--- src/rtl/bandit_egreedy.sv ---
// bandit_egreedy
// Epsilon-greedy multi-armed bandit agent. Holds a table of signed action-value
// estimates, offers one action per round on a valid/ready stream, then consumes
// one reward and moves the chosen estimate toward it by 2^-STEP_SHIFT.
//
// Ports:
//   clock          rising-edge clock
//   reset          asynchronous active-low reset
//   reward_valid   reward present
//   reward_data    signed reward for the last accepted action
//   reward_ready   block accepts a reward
//   action_valid   action offered
//   action_data    offered action index
//   action_explore offered action came from the exploration path
//   action_ready   consumer accepts the action
//
// state    | meaning
// ---------+------------------------------------------------------------
// S_INIT   | clear table entry cnt each edge, NUM_ACTIONS edges
// S_SCAN   | stream table through the read port, track best, pick action
// S_OFFER  | hold action until action_ready
// S_WAIT   | hold reward_ready until reward_valid, latch reward
// S_UPDATE | write exponential-average update into table[action_data]
module bandit_egreedy #(
  parameter int NUM_ACTIONS  = 16,
  parameter int VALUE_WIDTH  = 16,
  parameter int REWARD_WIDTH = 16,
  parameter int STEP_SHIFT   = 3,
  parameter int EPSILON      = 0,
  parameter logic [15:0] LFSR_SEED = 16'hACE1,
  localparam int IDX_W = $clog2(NUM_ACTIONS)
) (
  input  logic                           clock,
  input  logic                           reset,
  input  logic                           reward_valid,
  input  logic signed [REWARD_WIDTH-1:0] reward_data,
  output logic                           reward_ready,
  output logic                           action_valid,
  output logic [IDX_W-1:0]               action_data,
  output logic                           action_explore,
  input  logic                           action_ready
);

  typedef enum logic [2:0] {S_INIT, S_SCAN, S_OFFER, S_WAIT, S_UPDATE} state_t;

  localparam int CNT_W = IDX_W + 1;
  localparam logic [CNT_W-1:0] CNT_INIT_LAST = CNT_W'(NUM_ACTIONS - 1);
  localparam logic [CNT_W-1:0] CNT_SCAN_LAST = CNT_W'(NUM_ACTIONS);
  localparam logic [CNT_W-1:0] CNT_ONE       = CNT_W'(1);
  localparam logic [7:0]       EPS           = 8'(EPSILON);
  localparam logic [15:0]      LFSR_TAPS     = 16'hB400;

  state_t                         state;
  logic [CNT_W-1:0]               cnt;
  logic [15:0]                    lfsr;
  logic signed [VALUE_WIDTH-1:0]  val_tbl [NUM_ACTIONS];
  logic signed [VALUE_WIDTH-1:0]  rd_data;
  logic signed [VALUE_WIDTH-1:0]  best_val;
  logic [IDX_W-1:0]               best_idx;
  logic signed [VALUE_WIDTH-1:0]  reward_q;

  logic [IDX_W-1:0]               rd_addr;
  logic [IDX_W-1:0]               wr_addr;
  logic                           wr_en;
  logic signed [VALUE_WIDTH-1:0]  wr_data;
  logic [IDX_W-1:0]               scan_idx;
  logic [IDX_W-1:0]               pick_idx;
  logic                           take;
  logic                           explore;
  logic signed [VALUE_WIDTH:0]    diff;
  logic signed [VALUE_WIDTH-1:0]  upd_val;

  always_comb begin
    // rd_data during SCAN holds entry cnt-1; cnt==1 seeds the running best.
    scan_idx = IDX_W'(cnt - CNT_ONE);
    take     = (cnt == CNT_ONE) || (rd_data > best_val);
    pick_idx = take ? scan_idx : best_idx;
    explore  = (lfsr[15:8] < EPS);
    rd_addr  = (state == S_SCAN) ? IDX_W'(cnt) : action_data;
    // One extra bit keeps r - v exact; the floor-shifted step added to v lands
    // between v and r, so truncating back to VALUE_WIDTH is lossless.
    diff     = {reward_q[VALUE_WIDTH-1], reward_q} - {rd_data[VALUE_WIDTH-1], rd_data};
    upd_val  = rd_data + VALUE_WIDTH'(diff >>> STEP_SHIFT);
    wr_en    = (state == S_INIT) || (state == S_UPDATE);
    wr_addr  = (state == S_INIT) ? IDX_W'(cnt) : action_data;
    wr_data  = (state == S_INIT) ? '0 : upd_val;
  end

  // Table has no reset so it maps onto RAM; INIT clears it instead.
  // In WAIT the read port points at action_data, so UPDATE sees v in rd_data.
  always_ff @(posedge clock) begin
    if (wr_en) val_tbl[wr_addr] <= wr_data;
    rd_data <= val_tbl[rd_addr];
  end

  always_ff @(posedge clock or negedge reset) begin
    if (!reset) begin
      state          <= S_INIT;
      cnt            <= '0;
      lfsr           <= LFSR_SEED;
      best_val       <= '0;
      best_idx       <= '0;
      reward_q       <= '0;
      reward_ready   <= 1'b0;
      action_valid   <= 1'b0;
      action_data    <= '0;
      action_explore <= 1'b0;
    end else begin
      lfsr <= {1'b0, lfsr[15:1]} ^ (lfsr[0] ? LFSR_TAPS : 16'h0000);
      case (state)
        S_INIT: begin
          if (cnt == CNT_INIT_LAST) begin
            cnt   <= '0;
            state <= S_SCAN;
          end else begin
            cnt <= cnt + CNT_ONE;
          end
        end
        S_SCAN: begin
          if (cnt == CNT_SCAN_LAST) begin
            cnt            <= '0;
            action_data    <= explore ? lfsr[IDX_W-1:0] : pick_idx;
            action_explore <= explore;
            action_valid   <= 1'b1;
            state          <= S_OFFER;
          end else begin
            cnt <= cnt + CNT_ONE;
            if (cnt != '0) begin
              if (take) best_val <= rd_data;
              best_idx <= pick_idx;
            end
          end
        end
        S_OFFER: begin
          if (action_ready) begin
            action_valid <= 1'b0;
            reward_ready <= 1'b1;
            state        <= S_WAIT;
          end
        end
        S_WAIT: begin
          if (reward_valid) begin
            reward_ready <= 1'b0;
            reward_q     <= VALUE_WIDTH'(reward_data);
            state        <= S_UPDATE;
          end
        end
        S_UPDATE: begin
          cnt   <= '0;
          state <= S_SCAN;
        end
        default: state <= S_INIT;
      endcase
    end
  end

endmodule

--- config.mk ---
export PLATFORM = sky130hd
export DESIGN_NAME = bandit_egreedy
export DESIGN_NICKNAME = d
export VERILOG_FILES = /design/src/rtl/bandit_egreedy.sv
export SDC_FILE = /design/constraint.sdc
export NUM_CORES = 1
export LEC_CHECK = 0
export BUFFER_PORTS_ARGS = -buffer_cell sky130_fd_sc_hd__buf_2
export CAP_MARGIN = 40
export CORE_UTILIZATION = 60
export CTS_CLUSTER_DIAMETER = 50
export DETAILED_ROUTE_END_ITERATION = 16
export PLACE_DENSITY = 0.75
export SYNTH_ARGS = -nofsm -noshare
export SYNTH_HDL_FRONTEND = slang
export SYNTH_SLANG_ARGS = --single-unit
--- constraint.sdc ---
create_clock -name clock -period 6 [get_ports clock]
set_clock_uncertainty 0.1 [all_clocks]
set_input_delay 0.6 -clock clock [delete_from_list [all_inputs] [get_ports clock]]
set_output_delay 0.6 -clock clock [all_outputs]
set_load 0.05 [all_outputs]
==> flow_summary.toml <==
[global_route]
grt_overflow_total = 0
grt_pass1_vias = 9154
grt_antenna_before_repair = 0
track_usage_pct = 27.2
grt_pass1_wl_um = 50800
grt_max_degree = 129

[sta]
finalCritPeriodShare_pct = 76.8
timing.final.ws_setup_ps = 1390
worst_slew_pin_slew_ps = 955
hold_viol = 0
finalSetupTns_ps = 0
post-route-min-period_ps = 4610
rsz0062_at_grt = "false"
fmax_ghz = 0.217
maxSlewHeadroom_pct = 36.1
maxSlewViolCount = 0
setup_viol = 0

[synth]
synth_top_cell_by_area = "edfxtp_1"
synth_commonest_cells = "edfxtp_1, nand2_1, o21ai_0, inv_1, nor2_1"
synth.area.top_cells = "edfxtp_1, dfrtp_1, nand2_1"
yosys_warnings = 0
synth_ff_type = "edfxtp_1"
synth_cell_types = 63
syn_inst = 1227
synthesis.area_sq_um = 14600
synth_edf_count = 256
yosysSeqAreaShare_pct = 63.3
ys_ff_latch = 322
synth_top_area_share_pct = 52.6
synth.most_common_cell = "edfxtp_1"
synth_fp_nets = 1300
syn_area_per_cell_sq_um = 11.9
async_reset_ff_share_pct = 15.5

[critical_path]
critical_path_required_ps = 6090
reg2reg_slack_ps = 1390
rr_worst_depth = 16
cp.arrival_ps = 4690
critical_path.endpoint = "val_tbl[7][12]$_DFFE_PP_"
crit_start = "rd_data[1]$_DFF_P_"
worst_r2r_endpoint = "val_tbl[7][12]$_DFFE_PP_"
critPathMaxFanout = 16
reg2reg_from = "rd_data[1]$_DFF_P_"
endpoint_kind = "register"
critPathKind = "register to register"
cp-start-kind = "register"

[clock_network]
clkTransAtPathRegs_ps = 60
cts_root_buf = "clkbuf_16"
cts_resized = 0
cts_made_buffers = 38
clock_latency_ps = 520
cts_tree = "built"
ctsHoldBuffers = 0
ctsHtreeMaxLevel = 2
cts_setup_buffers = 0
clock_path_buffers = 3
cts.sinks = 322

[drt]
drt_wl_total_um = 33000
first_pass_iters = 5
drc = 0
antenna_left = 0
viasPerCell = 6.02
first_iter_violations = 1020
wl_per_cell_um = 20.5
routed-via-count = 9710

[outcome]
status = "complete, no violations"

[placed_design]
preCtsSetupSlack_ps = 1510
io_buffers = 25
place_congestion = 0.843
hpwl_um = 19000
dp_cells = 1543

[layout]
finish.utilization_pct = 69.5
num_antenna_cells = 0
finalNetCount = 1339
fillers = 1681
area_growth_pct = 12.5
final_cells = 1614
drive_above_1_share_pct = 11.4

[floorplanning]
rows = 56
fp.coreArea_sq_um = 23700
initial_core_util_pct = 61.8
die_area_sq_um = 25000
die_y_um = 158
die_w_um = 158
pin_count = 27

[min_path]
hold_path_class = "input port to async pin"

[flow_run]
cap_violations = 0
[routing by layer]
layer  global-route usage (%)  vias up  wire length, um
li1                         -     4538                -
met1                     38.0     4745            14300
met2                     43.6      354            15500
met3                     4.13       73             2270
met4                     9.34        0              923
met5                        0        -                0
[cell type report]
cell class | instances | area [sq um] | share of cell area [%]
multi-input cells | 791 | 4910 | 29.8
repair buffers | 59 | 435 | 2.65
clock inverters | 16 | 223 | 1.35
clock buffers | 53 | 1030 | 6.25
well taps | 319 | 399 | 2.43
flip-flops and latches | 322 | 9260 | 56.3
inverters | 54 | 203 | 1.23
[cells by family (layout without fill, tap and decap cells)]
| family | Yosys count | after routing | share of synthesized area, % |
|---|---|---|---|
| and+or+nand+nor | 427 | 427 | 12.7 |
| DFF | 322 | 322 | 63.3 |
| AOI/OAI and AO/OA | 239 | 239 | 10.9 |
| buffers and inverters | 114 | 182 | 3.42 |
| adders and majority gates | 53 | 53 | 4.58 |
| muxes | 46 | 46 | 3.56 |
| xor gates and xnor gates | 25 | 25 | 1.50 |
| other | 1 | 1 | 0.0256 |
[state kept, by name, indices dropped and copies added, names as in the netlist]
name,count
rd_data,16
best_idx,4
val_tbl,256
cnt,5
best_val,16
action_valid,1
reward_q,16
state,3
reward_ready,1
action_data,4
[worst max-delay path, stage by stage (launching register included)]
cell and delay (ps):
dfxtp_1 370, inv_1 100, ha_1 330, a211oi_1 210, o21bai_1 140, a21oi_1 370, o311a_1 300, o21bai_1 100
xor2_1 150, ha_1 310, and4_1 170, a21oi_1 130, o21ai_0 180, o31ai_1 370, nand2_1 110, xnor2_1 140
nor2_1 700
[how the worst min path moves through the flow]
stage                                   startpoint                          to  slack, ps  cells past startpoint
final                                        reset    reward_ready$_DFFE_PN0P_         90                      2
after detailed placement  reward_ready$_DFFE_PN0P_    reward_ready$_DFFE_PN0P_        390                      2
after CTS                                    reset    reward_ready$_DFFE_PN0P_        100                      2
after floorplan                              reset  action_data[0]$_DFFE_PN0P_        200                      0
after global routing                         reset     best_idx[2]$_DFFE_PN0P_        150                      2
after global placement    reward_ready$_DFFE_PN0P_    reward_ready$_DFFE_PN0P_        380                      2
[stage by stage]
| step | area (sq um) | hold slack, ps |
|---|---|---|
| after detailed placement | 15200 | 394 |
| after global routing | 16500 | 154 |
| after global placement | 15100 | 381 |
| final | 16500 | 90.0 |
| after floorplan | 14600 | 204 |
| after CTS | 16400 | 104 |
[placed cells by master (no fill, tap or decap), types with 18 or more instances in the layout]
| cell type | count |
|---|---|
| edfxtp_1 | 256 |
| a21oi_1 | 32 |
| nor2_1 | 51 |
| nand3_1 | 39 |
| and2_0 | 19 |
| a211oi_1 | 37 |
| nand2_1 | 254 |
| ha_1 | 52 |
| inv_1 | 54 |
| clkbuf_16 | 39 |
| o21ai_0 | 57 |
| mux2_2 | 18 |
| mux2i_1 | 20 |
| buf_4 | 28 |
| dfrtp_1 | 50 |
| buf_2 | 25 |
| a31oi_1 | 39 |
Power is not shown: default switching activity piles up to over one toggle a cycle in this logic, so the estimate is an artifact.
